File: src/rtl/gf_inv_16_s.sv
// GF(2^16) = GF(2^8)[X]/(X^2 + X + c) inverter.
// A single GF(2^8) multiplier is time-shared by the FSM: norm, N^254, then the two result halves.
module gf_inv_16_s #(
  parameter logic [7:0] IRRED_CST = 8'h20
) (
  input  logic        i_clk,
  input  logic        i_rst,
  input  logic        i_start,
  input  logic [15:0] i_x,
  output logic [15:0] o_o,
  output logic        o_done,
  output logic        o_busy
);

  typedef enum logic [2:0] {
    S_IDLE,
    S_NRM0,
    S_NRM1,
    S_NRM2,
    S_EXP,
    S_OUT0,
    S_OUT1,
    S_DONE
  } state_t;

  localparam logic [3:0] LAST_STEP = 4'd14;

  state_t      state_q, state_d;
  logic [3:0]  step_q,  step_d;
  logic [7:0]  a0_q,    a0_d;
  logic [7:0]  a1_q,    a1_d;
  logic [7:0]  t0_q,    t0_d;
  logic [7:0]  t1_q,    t1_d;
  logic [7:0]  n_q,     n_d;
  logic [7:0]  acc_q,   acc_d;
  logic [15:0] o_q,     o_d;

  logic [7:0]  mul_a, mul_b, mul_p;

  // GF(2^8) product modulo x^8 + x^4 + x^3 + x + 1
  function automatic logic [7:0] gf8_mul(input logic [7:0] a, input logic [7:0] b);
    logic [7:0] p;
    logic [7:0] s;
    p = '0;
    s = a;
    for (int unsigned i = 0; i < 8; i++) begin
      if (b[i]) p = p ^ s;
      s = {s[6:0], 1'b0} ^ (s[7] ? 8'h1B : 8'h00);
    end
    return p;
  endfunction

  // Operand selection: exactly one product per cycle.
  // In EXP, even steps square the accumulator and odd steps multiply it by N,
  // which walks the exponent 0xFE MSB-first (8 squares, 7 multiplies).
  always_comb begin
    mul_a = '0;
    mul_b = '0;
    unique case (state_q)
      S_NRM0: begin
        mul_a = a0_q;
        mul_b = a0_q ^ a1_q;
      end
      S_NRM1: begin
        mul_a = a1_q;
        mul_b = a1_q;
      end
      S_NRM2: begin
        mul_a = IRRED_CST;
        mul_b = t1_q;
      end
      S_EXP: begin
        mul_a = acc_q;
        mul_b = step_q[0] ? n_q : acc_q;
      end
      S_OUT0: begin
        mul_a = a0_q ^ a1_q;
        mul_b = acc_q;
      end
      S_OUT1: begin
        mul_a = a1_q;
        mul_b = acc_q;
      end
      default: begin
        mul_a = '0;
        mul_b = '0;
      end
    endcase
  end

  assign mul_p = gf8_mul(mul_a, mul_b);

  always_comb begin
    state_d = state_q;
    step_d  = step_q;
    a0_d    = a0_q;
    a1_d    = a1_q;
    t0_d    = t0_q;
    t1_d    = t1_q;
    n_d     = n_q;
    acc_d   = acc_q;
    o_d     = o_q;
    unique case (state_q)
      S_IDLE: begin
        if (i_start) begin
          a0_d    = i_x[7:0];
          a1_d    = i_x[15:8];
          state_d = S_NRM0;
        end
      end
      S_NRM0: begin
        t0_d    = mul_p;
        state_d = S_NRM1;
      end
      S_NRM1: begin
        t1_d    = mul_p;
        state_d = S_NRM2;
      end
      S_NRM2: begin
        n_d     = t0_q ^ mul_p;
        acc_d   = 8'h01;
        step_d  = '0;
        state_d = S_EXP;
      end
      S_EXP: begin
        acc_d = mul_p;
        if (step_q == LAST_STEP) begin
          step_d  = '0;
          state_d = S_OUT0;
        end else begin
          step_d = step_q + 4'd1;
        end
      end
      S_OUT0: begin
        o_d[7:0] = mul_p;
        state_d  = S_OUT1;
      end
      S_OUT1: begin
        o_d[15:8] = mul_p;
        state_d   = S_DONE;
      end
      S_DONE: begin
        state_d = S_IDLE;
      end
      default: begin
        state_d = S_IDLE;
      end
    endcase
  end

  always_ff @(posedge i_clk) begin
    if (i_rst) begin
      state_q <= S_IDLE;
      step_q  <= '0;
      a0_q    <= '0;
      a1_q    <= '0;
      t0_q    <= '0;
      t1_q    <= '0;
      n_q     <= '0;
      acc_q   <= '0;
      o_q     <= '0;
    end else begin
      state_q <= state_d;
      step_q  <= step_d;
      a0_q    <= a0_d;
      a1_q    <= a1_d;
      t0_q    <= t0_d;
      t1_q    <= t1_d;
      n_q     <= n_d;
      acc_q   <= acc_d;
      o_q     <= o_d;
    end
  end

  assign o_o    = o_q;
  assign o_done = (state_q == S_DONE);
  assign o_busy = (state_q != S_IDLE);

endmodule

File: config.mk
export PLATFORM = sky130hd
export DESIGN_NAME = gf_inv_16_s
export DESIGN_NICKNAME = d
export VERILOG_FILES = /design/src/rtl/gf_inv_16_s.sv
export SDC_FILE = /design/constraint.sdc
export NUM_CORES = 1
export LEC_CHECK = 0
export CAP_MARGIN = 25
export CORE_ASPECT_RATIO = 0.5
export CORE_UTILIZATION = 60
export DETAILED_ROUTE_END_ITERATION = 6
export PLACE_DENSITY = 0.9
export SLEW_MARGIN = 10
export SYNTH_ARGS = -nofsm -noshare
export SYNTH_HDL_FRONTEND = slang
export SYNTH_SLANG_ARGS = --single-unit
export TNS_END_PERCENT = 20
File: constraint.sdc
create_clock -name i_clk -period 4.7 [get_ports i_clk]
set_clock_uncertainty 0.1 [all_clocks]
set_input_delay 0.94 -clock i_clk [delete_from_list [all_inputs] [get_ports i_clk]]
set_output_delay 0.94 -clock i_clk [all_outputs]
set_load 0.01 [all_outputs]
==> impl_summary.md, run 1 <==
Floorplan
The die is 132 um wide. The core area is 8090 sq um. Measured along the y axis, the die boundary spans between 60 and 70 um. The initial utilization of the core area, before any placement, comes to between 60% and 70%. Pin placement for this block handled 37 I/O pins. The die covers roughly 9000 sq um. The cell row count is 23.

Clocking
The number of resized instances in the post-cts repair step is 0. Buffers inserted to repair hold after CTS numbered 0. The CTS H-tree depth is 3.

The post-CTS setup buffer count is 0. The clock root buffer is sky130_fd_sc_hd__clkbuf_16. The CTS tree is built. The latest clock arrival within the worst-skew pair is 0.33 ns. CTS saw ~70 sinks. Clock-pin slew was measured on the worst setup and hold paths at 0.06 ns. In this run the deepest clock path goes through 2 buffers. Counting the buffers created by CTS gives 9.

Pwr
The internal power summed over all cells is 1.65 mW. For this design the static power due to leakage is roughly 2.2 nW. The post-route total power is 2.86 mW.

The maximum resistive drop on vdd is ~0.38 mV. The switching share of power is a little over two fifths. The clock network is responsible for 24.4% of the overall power. The power per cell area is roughly 500 nW/um^2. The sequential share of power is 28.6%. The combinational fraction of design power is 47.0%. In this run the power spent charging and discharging nets is between 1 and 1.5 mW.

Worst setup path
The cell family contributing the most delay on the critical path is compound AO/OA/AOI/OAI gates. For this design, the slowest cell found on the critical path is sky130_fd_sc_hd__a2111oi_4. The start of the worst register-to-register path is state_q[0]. STA puts the critical path data required time at 4.85 ns. The endpoint arrival time on the critical path is 4.32 ns. The largest fanout on the critical path is 28.

Traced cell by cell, the critical path runs through inv_1, ha_1, o31a_1, a2111oi_4, nor2_1, a211o_1, xnor3_1, xnor2_1, nor2_1, nor3_1. STA classifies the critical path endpoint as a register. The worst setup path is launched from a register. The most critical setup path has its startpoint at state_q[0].

Counting both buffers and inverters, the worst setup path holds a total of 1. In this design, the stage delay of the slowest critical-path cell is about 0.71 ns. The critical path in this run is classified as register to register. Among the stages of the critical path, the cell type that occurs most often is sky130_fd_sc_hd__nor2_1.

Global route
The overflow left after global routing is 0. The total routing usage reported by global routing is approximately a third. The number of antenna violations at the first check in global routing is 0. The via count of the first global-routing pass is 4450. The first-pass GRT wire length is 23100 um.

The maximum number of pins on one net before global-route repair is just under 60.

Timing
The total count of hold-check failures in the final report is 0. The worst-margin pin slew is slightly below 1 ns. The total of endpoints with negative setup slack in the final report is 0. The summed negative setup slack over all endpoints is 0 ns. The final critical path takes up 88.8% of the cycle. Static timing analysis puts the maximum clock frequency at approximately 240 MHz. Setup repair after global routing left no endpoint under its margin. The shortest period the worst path allows is 4.17 ns. In this run the tightest slew margin relative to its limit is 34.4%. The total count of max-transition violations in the final report is 0.

Yosys
Counting flops with an async set or reset pin after synthesis yields a share of 0%. After Yosys synthesis, XOR and XNOR cells account for 18.9% of the synthesized area. After synthesis, the largest family of logic cells by area is simple AND/OR/NAND/NOR gates. Yosys printed 0 warnings. Among all flip-flop cells after synthesis, the most frequent one is sky130_fd_sc_hd__dfxtp_1. The netlist uses 73 different library cells.

In the synthesized netlist, the number of instances is 627. Measured against the total synthesized area, the mux share comes to between 1 and 1.5%. The number of register bits inferred by synthesis is 71. After Yosys synthesis, full adders, half adders and majority gates account for 1.49% of the synthesized area. Summing the sequential cell areas from Yosys gives 28.2% of the chip area. Summing the areas of all compound-gate instances in the mapped netlist gives a little over a fifth of the synthesized area.

The number of nets in the synthesized netlist is 652. The synthesized design contains 0 enable-type register cells. After synthesis the cells add up to around 5000 sq um. The average size of a mapped cell is 8.05 sq um. The synthesized netlist devotes 25.1% of its cell area to simple gates.

Hold path
The type of the tightest min-delay check is register to register. The beginning of the worst hold path is o_o[3].

Routing
After detailed routing, the average wire length per cell comes to 19.3 um. The antenna violation net count after detailed routing is 0. The detailed router used layers up to and including met4. For this run, design rule violations remaining after detail routing come to 0. The via density per instance is 6.37. The routed design uses between 6000 and 7000 um of met2 wire.

The total number of vias is 4868. In the detailed route, the total length drawn on met3 is 1710 um. The routed metal-1 wirelength is 6340 um. The first-iteration detailed-routing DRC count is ~690.

The first-pass iteration count of the detailed router is 6. For this block, the routed nets add up to 14700 um of wire.

Cells and area
The share of post-route cells with drive strength above 1 is between 8 and 9%. Compared with the post-synthesis result, the final layout area differs by 14.0%. At the end of the flow, the number of nets in the layout was 672. The number of antenna diodes is 0. The utilization of the core after routing is between 70 and 80%.

Run status
The run finished with clean final reports.

Placement
The number of buffers added on ports is 36. The global placement routability congestion is between 0.9 and 1. The post-detailed-placement half-perimeter wirelength is 10000 um.

Job
The number of max-cap violations is 0.
cell type report:
cell class,instances,area (sq um)
Multi-Input combinational cell,509,3400
Fill cell,598,2340
Sequential cell,71,1420
Timing Repair Buffer,50,460
Clock buffer,9,225
Tap cell,112,140
Clock inverter,7,80.1
Inverter,6,22.5
flip-flops by register name, indices dropped and copies added (netlist names):
register  flops
t0_q          8
a1_q          8
step_q        4
o_o          16
acc_q         8
n_q           8
state_q       3
a0_q          8
t1_q          8
through the flow:
step,instance area (sq um),hold WS (ns),worst slack [ns],instances
after global routing,5750,0.380,0.273,764
after global placement,5440,0.349,0.863,747
after CTS,5740,0.367,0.661,763
after detailed placement,5440,0.358,0.706,747
final,5750,0.364,0.528,764
after floorplan,5040,0.328,1.39,627
worst min-delay path, cell delays in order, from the launching register on:
cell                      delay, ns
sky130_fd_sc_hd__dfxtp_1       0.31
sky130_fd_sc_hd__nand2_1       0.05
sky130_fd_sc_hd__a21oi_1       0.06
cells in the final DEF, fill, tap and decap left out, drive strengths merged, types with 9 or more instances in the layout:
master	n
nor3	17
nor2	92
xnor2	54
nand2	98
dfxtp	71
clkbuf	9
xnor3	12
clkdlybuf4s50	35
buf	15
xor2	12
a21oi	43
a211oi	17
inv	9
nand3	12
o21ai	15
cells in the mapped netlist (3+ instances only):
master | instances | area, sq um
sky130_fd_sc_hd__nand3_1 | 12 | 60.1
sky130_fd_sc_hd__nand3b_1 | 8 | 60.1
sky130_fd_sc_hd__nand2_1 | 96 | 360
sky130_fd_sc_hd__nor4b_1 | 8 | 70.1
sky130_fd_sc_hd__xnor3_2 | 3 | 71.3
sky130_fd_sc_hd__a32oi_1 | 3 | 26.3
sky130_fd_sc_hd__a32o_1 | 3 | 30.0
sky130_fd_sc_hd__o21a_1 | 8 | 60.1
sky130_fd_sc_hd__a22oi_1 | 7 | 52.6
sky130_fd_sc_hd__nor4_1 | 3 | 18.8
sky130_fd_sc_hd__o21ai_0 | 14 | 70.1
sky130_fd_sc_hd__nor3_1 | 17 | 85.1
sky130_fd_sc_hd__ha_1 | 6 | 75.1
sky130_fd_sc_hd__nor2b_1 | 5 | 31.3
sky130_fd_sc_hd__buf_2 | 13 | 65.1
sky130_fd_sc_hd__buf_6 | 3 | 33.8
sky130_fd_sc_hd__xor3_1 | 3 | 71.3
sky130_fd_sc_hd__clkbuf_1 | 23 | 86.3
sky130_fd_sc_hd__a211oi_1 | 17 | 128
sky130_fd_sc_hd__and3_1 | 4 | 25.0
sky130_fd_sc_hd__xnor2_2 | 4 | 65.1
sky130_fd_sc_hd__nand2b_1 | 8 | 50.1
sky130_fd_sc_hd__a21o_1 | 4 | 30.0
sky130_fd_sc_hd__inv_1 | 6 | 22.5
sky130_fd_sc_hd__dfxtp_1 | 71 | 1420
sky130_fd_sc_hd__a21oi_1 | 42 | 210
sky130_fd_sc_hd__and2_1 | 7 | 43.8
sky130_fd_sc_hd__xnor3_1 | 9 | 203
sky130_fd_sc_hd__nor2_1 | 90 | 338
sky130_fd_sc_hd__o211ai_1 | 4 | 30.0
sky130_fd_sc_hd__xnor2_1 | 50 | 438
sky130_fd_sc_hd__mux2_2 | 3 | 33.8
sky130_fd_sc_hd__xor2_1 | 12 | 105
sky130_fd_sc_hd__o21bai_1 | 6 | 45.0
cells by family (layout without fill, tap and decap cells):
logic type / after synthesis / after routing
xor+xnor: 81 / 81
compound gates: 143 / 143
buf+inv: 47 / 72
flops: 71 / 71
mux: 5 / 5
fa+ha+maj: 6 / 6
simple gates: 274 / 274
routing by layer:
metal	vias to the layer above	GRT usage (%)
met5	-	0
met4	0	11.2
met3	40	11.3
met2	271	52.6
met1	2316	45.3
li1	2241	-
path summary, 6_finish.rpt:
check / endpoint / slack, ns / depth (start not counted)
worst min-delay path: o_o[3] / 0.36 / 2
worst min register to register: o_o[3] / 0.36 / 2
worst max-delay path: t0_q[1] / 0.53 / 10
worst max register to register: t0_q[1] / 0.53 / 10
power by group through the flow:
stage	logic [mW]	clock network, mW	registers (mW)
2_1_floorplan	0.998	0	0.789
3_3_place_gp	1.26	0	0.819
3_5_place_dp	1.28	0	0.826
4_1_cts	1.30	0.701	0.813
5_1_grt	1.44	0.724	0.828
6_report	1.35	0.698	0.820
Note: power is estimated with default switching activity, not from simulation.
==> inputs of run 2 (changes only) <==
--- a/config.mk
+++ b/config.mk
@@ -7,9 +7,10 @@
 export LEC_CHECK = 0
 export CAP_MARGIN = 25
 export CORE_ASPECT_RATIO = 0.5
-export CORE_UTILIZATION = 60
+export CORE_UTILIZATION = 50
+export CTS_BUF_LIST = sky130_fd_sc_hd__clkbuf_8
 export DETAILED_ROUTE_END_ITERATION = 6
-export PLACE_DENSITY = 0.9
+export PLACE_DENSITY = 0.69
 export SLEW_MARGIN = 10
 export SYNTH_ARGS = -nofsm -noshare
 export SYNTH_HDL_FRONTEND = slang
==> run 2 against run 1 <==
Effect of this change:
- sequential cell count stayed put
- total power is 8.5% lower
- die area is 20% higher
- clock-buffer cell count stayed put
- sequential power hardly changed
- final area is 1.8% lower
- global-route usage is 4.7 points lower
- routed wire length hardly changed
- non-clock buffer count is 1 lower
==> impl_summary.md, run 2 (synthesized netlist as in run 1, its figures left out) <==
Run status
The run finished with clean final reports.

Clocking
The number of resized instances in the post-cts repair step was 0 (unchanged). The post-CTS clock slew at the launch and capture registers of the worst setup and hold paths came to 0.09 ns (+0.03 ns). The number of sinks on the clock net is 71 (unchanged). The CTS H-tree depth is 3 (unchanged). TritonCTS built the clock tree. The maximum number of buffers from clock root to sink is 2 (unchanged). The clock root buffer is sky130_fd_sc_hd__clkbuf_8. The post-cts hold buffer count was 0 (unchanged).

The number of buffers added by the clock tree synthesis step came to 9 (unchanged). The latest clock arrival within the worst-skew pair is 0.38 ns (+0.05 ns). The post-CTS setup buffer count is 0 (unchanged).

Timing
The final worst hold slack was 0.364 ns (-0.000218 ns). The final clock period utilization by the worst path is 91.3% (+2.5 points). The shortest period the worst path allows was 4.29 ns (+0.118 ns). Setup repair after global routing left no endpoint under its margin. The highest clock frequency the design can meet is 233 MHz (-2.8%). The headroom to the max-slew limit is 32.7% (-1.6 points).

The worst-margin pin slew is 1.01 ns (+0.0245 ns). The total of endpoints with negative setup slack in the final report was 0 (unchanged). The total count of max-transition violations in the final report is 0 (unchanged). The total count of hold-check failures in the final report is 0 (unchanged). The summed negative setup slack over all endpoints is 0 ns (unchanged).

Floorplan
The die width is 144 um (+9.4%). The core area came to 9600 sq um (+19%). The I/O pin count is 37 (unchanged). The cell row count is 25 (+8.7%). The die footprint is 10500 sq um (+20%). The effective utilization at floorplan came to 52.5% (-9.9 points).

The overall die height is 73.0 um (+9.3%).

Global route
The maximum number of pins on one net before global-route repair came to 52 (-12%). The number of antenna violations at the first check in global routing is 0 (unchanged). The overflow left after global routing is 0 (unchanged). The total routing usage reported by global routing is 29.6% (-4.7 points). The first-pass GRT wire length came to 22900 um (-0.78%).

The via count of the first global-routing pass is 4054 (-8.9%).

Worst setup path
The data required time of the worst path is 4.87 ns (+0.02 ns). The endpoint arrival time on the critical path is 4.46 ns (+0.14 ns). The reg-to-reg setup timing slack is 0.41 ns (-0.12 ns). The largest fanout on the critical path is 28 (unchanged). The sort of element at the start of the critical path is a register.

STA classifies the critical path endpoint as a register. The worst setup path is of the register to register kind.

Routing
The first-iteration detailed-routing DRC count was 414 (-40%). The total number of vias is 4627 (-5.0%). The detailed-route wire length is 14800 um (about the same). The routed length per instance is 18.8 um (-2.7%). The antenna violation net count after detailed routing is 0 (unchanged). The via density per instance came to 5.89 (-7.6%). The first-pass iteration count of the detailed router is 7 (+1). The number of DRC violations after detailed routing is 0 (unchanged).

Cells and area
The number of cells in the finished layout apart from fillers was 786 (+2.9%). The flip-flop count of the largest register, all copies and words added is 16 (unchanged). The share of post-route cells with drive strength above 1 is 8.29% (-0.14 points). The commonest non-fill, non-tap cell in the layout is sky130_fd_sc_hd__nand2_1. The signed area change from the synthesized netlist to the final layout is 11.9%. In the layout the commonest cells are sky130_fd_sc_hd__nand2_1, sky130_fd_sc_hd__nor2_1, sky130_fd_sc_hd__dfxtp_1. The number of antenna diodes came to 0 (unchanged). The number of nets in the finished design is 671 (-0.15%).

Pwr
The leakage power summed over all cells is 2.10 nW (-3.1%). The power per cell area is 465 nW/um^2 (-6.7%). The maximum resistive drop on vdd came to 0.199 mV (-48%).

Placement
The post-detailed-placement half-perimeter wirelength is 10500 um (+5.2%). The count of placed standard cells including taps is 768 (+2.8%). The number of buffers added on ports is 36 (unchanged). The global placement routability congestion came to 0.911 (-3.7%).

Hold path
The type of the tightest min-delay check is register to register.

Job
The number of max-cap violations is 0 (unchanged).
[run 2: through the flow]
stage / utilization, % / area [sq um] / power [mW] / worst slack (ns)
2_1_floorplan: - / 5040 / 1.79 / 1.39
3_3_place_gp: 56.8 / 5450 / 2.12 / 0.621
3_5_place_dp: 56.8 / 5450 / 2.13 / 0.599
4_1_cts: 58.6 / 5630 / 2.60 / 0.519
5_1_grt: 58.8 / 5640 / 2.78 / 0.243
6_report: 58.8 / 5640 / 2.62 / 0.410
[run 2: where the power goes]
group	switching [mW]	internal (mW)	leakage, nW
clock network	0.275	0.196	0.0827
registers	0.118	0.703	0.576
logic	0.803	0.528	1.45
total	1.20	1.43	2.10
[run 2: area by class of cell]
class	count	area (sq um)
fillers	935	3960
multi-input cells	509	3400
flip-flops and latches	71	1420
repair buffers	49	453
well taps	135	169
clock buffers	9	124
clock inverters	7	53.8
inverters	6	22.5
[run 2: critical path: stages, from the launching register on]
cell and delay, ns:
sky130_fd_sc_hd__dfxtp_1 0.34, sky130_fd_sc_hd__inv_1 0.09, sky130_fd_sc_hd__ha_1 0.83, sky130_fd_sc_hd__o31a_1 0.62, sky130_fd_sc_hd__o2bb2ai_1 0.31, sky130_fd_sc_hd__nor2_1 0.23, sky130_fd_sc_hd__nor2_1 0.17, sky130_fd_sc_hd__xor2_1 0.26
sky130_fd_sc_hd__xnor3_1 0.45, sky130_fd_sc_hd__xnor3_2 0.34, sky130_fd_sc_hd__xnor2_1 0.16, sky130_fd_sc_hd__a211oi_1 0.29
[run 2: per-layer routing]
layer / track usage, % / vias up / wire [um]
li1: - / 2231 / -
met1: 43.5 / 2215 / 7330
met2: 42.3 / 161 / 6100
met3: 6.82 / 20 / 1070
met4: 8.87 / 0 / 243
met5: 0 / - / 0
[run 2: path summary, 6_finish.rpt]
kind / start / end / depth (start not counted)
worst min register to register: o_o[11] / o_o[11] / 2
worst max-delay path: state_q[0] / n_q[3] / 11
worst min-delay path: o_o[11] / o_o[11] / 2
worst max register to register: state_q[0] / n_q[3] / 11
==> inputs of run 3 (changes only) <==
--- a/config.mk
+++ b/config.mk
@@ -7,10 +7,10 @@
 export LEC_CHECK = 0
 export CAP_MARGIN = 25
 export CORE_ASPECT_RATIO = 0.5
-export CORE_UTILIZATION = 50
+export CORE_UTILIZATION = 60
 export CTS_BUF_LIST = sky130_fd_sc_hd__clkbuf_8
 export DETAILED_ROUTE_END_ITERATION = 6
-export PLACE_DENSITY = 0.69
+export PLACE_DENSITY = 0.8
 export SLEW_MARGIN = 10
 export SYNTH_ARGS = -nofsm -noshare
 export SYNTH_HDL_FRONTEND = slang
==> run 3 against run 2 <==
Effect of this change:
- sequential cell count is the same
- hold slack lost 0.0045 ns
- total power grew 5.1%
- register-to-register slack better by 0.20 ns
- combinational power barely moved
- die area down 16%
- sequential share of layout area decreased by 0.11 points
- cell count decreased by 2.8%
- utilization rose by 11 points
- worst setup slack better by 0.20 ns
==> impl_summary.md, run 3 (synthesized netlist as in run 1, its figures left out) <==
Pwr
The switching share of power was 43.6% (-2.0 points). The post-route total power came to 2.76 mW (+5.1%). The combinational fraction of design power came to 48.8% (-1.9 points). The net switching power of the design is 1.20 mW (+0.37%). The leakage power summed over all cells is 2.14 nW (+1.6%). The sequential share of power is 30.0% (-1.3 points). The maximum resistive drop on vdd is 0.318 mV (+60%). The internal power summed over all cells is 1.56 mW (+9.0%). The portion of total power attributed to the clock network came to 21.2% (+3.3 points). The power per cell area is 486 nW/um^2 (+4.6%).

Timing
The highest clock frequency the design can meet was 244 MHz (+4.9%). The summed negative setup slack over all endpoints is 0 ns (unchanged). The total count of hold-check failures in the final report is 0 (unchanged). The final clock period utilization by the worst path was 87.0% (-4.3 points). The headroom to the max-slew limit is 35.2% (+2.5 points). The worst-margin pin slew is 0.972 ns (-0.0372 ns).

The final worst slack is 0.610 ns (+0.200 ns). The shortest period the worst path allows is 4.09 ns (-0.200 ns). Setup repair after global routing left no endpoint under its margin.

The total count of max-transition violations in the final report is 0 (unchanged). The total of endpoints with negative setup slack in the final report is 0 (unchanged).

Worst setup path
The signal on the critical path passes through inv_1, ha_1, and2_1, a22oi_1, nand2_1, xnor3_1, xnor3_1, nand2_1, xnor2_1, xnor3_2, xnor2_1, a211oi_1. The capturing point of the worst reg2reg path is n_q[3]. The endpoint arrival time on the critical path came to 4.28 ns (-0.18 ns). The largest fanout on the critical path was 24 (-14%).

The type of destination of the critical path is a register. The reg-to-reg setup timing slack is 0.61 ns (+0.20 ns). The worst register-to-register path begins at state_q[1]. The critical path in this run is classified as register to register. The critical path's largest stage delay was 0.68 ns (-0.15 ns). The data required time of the worst path is 4.89 ns (+0.02 ns).

The cell count of the worst reg-to-reg path came to 12 (+1). The worst setup path is launched from a register. The slowest stage of the critical path is the sky130_fd_sc_hd__ha_1 cell.

Routing
The antenna violation net count after detailed routing came to 0 (unchanged). The first-pass iteration count of the detailed router is 5 (-2). The detailed-route wire length is 14400 um (-2.2%). The first-iteration detailed-routing DRC count is 563 (+36%). The number of DRC violations after detailed routing is 0 (unchanged). The total number of vias is 4726 (+2.1%). The via density per instance is 6.19 (+5.1%). The routed length per instance came to 18.9 um (+0.57%).

Clocking
The number of buffers added by the clock tree synthesis step was 9 (unchanged). The CTS H-tree depth was 3 (unchanged). The latest clock arrival within the worst-skew pair was 0.37 ns (about the same). The number of sinks on the clock net is 71 (unchanged). The post-CTS clock slew at the launch and capture registers of the worst setup and hold paths was 0.09 ns (about the same).

The post-cts hold buffer count is 0 (unchanged). The maximum number of buffers from clock root to sink is 2 (unchanged). The post-CTS setup buffer count is 0 (unchanged). The number of resized instances in the post-cts repair step is 0 (unchanged). TritonCTS built the clock tree. The clock root buffer is sky130_fd_sc_hd__clkbuf_8.

Hold path
The worst hold endpoint is o_o[11]. The type of the tightest min-delay check is register to register. The worst hold path stage count is 2 (unchanged). The startpoint identified for the worst hold timing path is o_o[11].

Global route
The overflow left after global routing is 0 (unchanged). The total routing usage reported by global routing was 33.8% (+4.2 points). The first-pass GRT wire length is 22300 um (-2.8%). The via count of the first global-routing pass is 4242 (+4.6%).

The number of antenna violations at the first check in global routing was 1 (+1). The maximum number of pins on one net before global-route repair is 53 (+1.9%).

Cells and area
In the layout the commonest cells are sky130_fd_sc_hd__nand2_1, sky130_fd_sc_hd__nor2_1, sky130_fd_sc_hd__dfxtp_1. The library cell used most frequently in the layout, excluding fill and tap cells, is sky130_fd_sc_hd__nand2_1. The signed area change from the synthesized netlist to the final layout is 12.4%. The flip-flop count of the largest register, all copies and words added is 16 (unchanged). The post-route cell area is 5670 sq um (+0.44%). The number of nets in the finished design was 671 (unchanged). The share of post-route cells with drive strength above 1 is 8.29% (unchanged).

Job
The number of max-cap violations is 0 (unchanged).

Placement
The number of buffers added on ports is 36 (unchanged). The post-detailed-placement half-perimeter wirelength was 10100 um (-4.3%). The global placement routability congestion was 0.925 (+1.5%). The cell area after placement is 5430 sq um (-0.39%). The worst slack after detailed placement is 0.718 ns (+0.119 ns).

Floorplan
The die footprint is 8800 sq um (-16%). The cell row count came to 23 (-8.0%). The I/O pin count is 37 (unchanged). The effective utilization at floorplan is 62.4% (+9.9 points). The core area was 8090 sq um (-16%). The die width is 132 um (-8.6%). The overall die height is 66.8 um (-8.5%).

Run status
The run finished with clean final reports.
run 3: final cells by class:
class / instances / area [sq um]
clock inverter: 6 / 91.3
timing repair buffer: 49 / 453
antenna: 1 / 2.50
sequential: 71 / 1420
tap: 112 / 140
multi-input combinational: 509 / 3400
inverter: 6 / 22.5
fill: 670 / 2420
clock buffer: 10 / 138
run 3: metrics by stage:
stage / hold WS [ns] / utilization (%) / std cells
floorplan: 0.328 / - / 627
global placement: 0.345 / 67.2 / 746
detailed placement: 0.348 / 67.2 / 746
CTS: 0.360 / 70.0 / 762
global route: 0.382 / 70.1 / 763
finish: 0.360 / 70.1 / 764
run 3: how the worst max path moves through the flow:
stage / startpoint / end / slack, ns / cells after the start
floorplan: state_q[0] / n_q[3] / 1.39 / 14
global placement: state_q[1] / n_q[0] / 0.83 / 12
detailed placement: state_q[1] / n_q[3] / 0.72 / 12
CTS: state_q[1] / n_q[3] / 0.69 / 12
global route: state_q[1] / o_o[9] / 0.38 / 12
finish: state_q[1] / n_q[3] / 0.61 / 12
run 3: metal layers:
layer | vias up | wire length [um] | global-route usage [%] | share of wire [%]
met5 | - | 0 | 0 | 0
met2 | 244 | 6080 | 51.1 | 42
met4 | 0 | 445 | 16.3 | 3.1
li1 | 2233 | - | - | -
met1 | 2206 | 6380 | 45.6 | 44
met3 | 43 | 1510 | 7.76 | 11
run 3: critical path: cells and delay by family, from the launching register on:
family	cells	cell delay, ns
XOR/XNOR	5	1.55
flip-flops	1	0.35
buffers and inverters	1	0.10
AND/OR/NAND/NOR	3	0.82
adder cells (fa/ha/maj)	1	0.68
AO/OA/AOI/OAI	2	0.40
run 3: power groups by stage:
stage	logic (mW)	clock network (mW)	registers, mW
2_1_floorplan	0.998	0	0.789
3_3_place_gp	1.28	0	0.829
3_5_place_dp	1.30	0	0.832
4_1_cts	1.31	0.583	0.820
5_1_grt	1.44	0.613	0.836
6_report	1.34	0.585	0.825
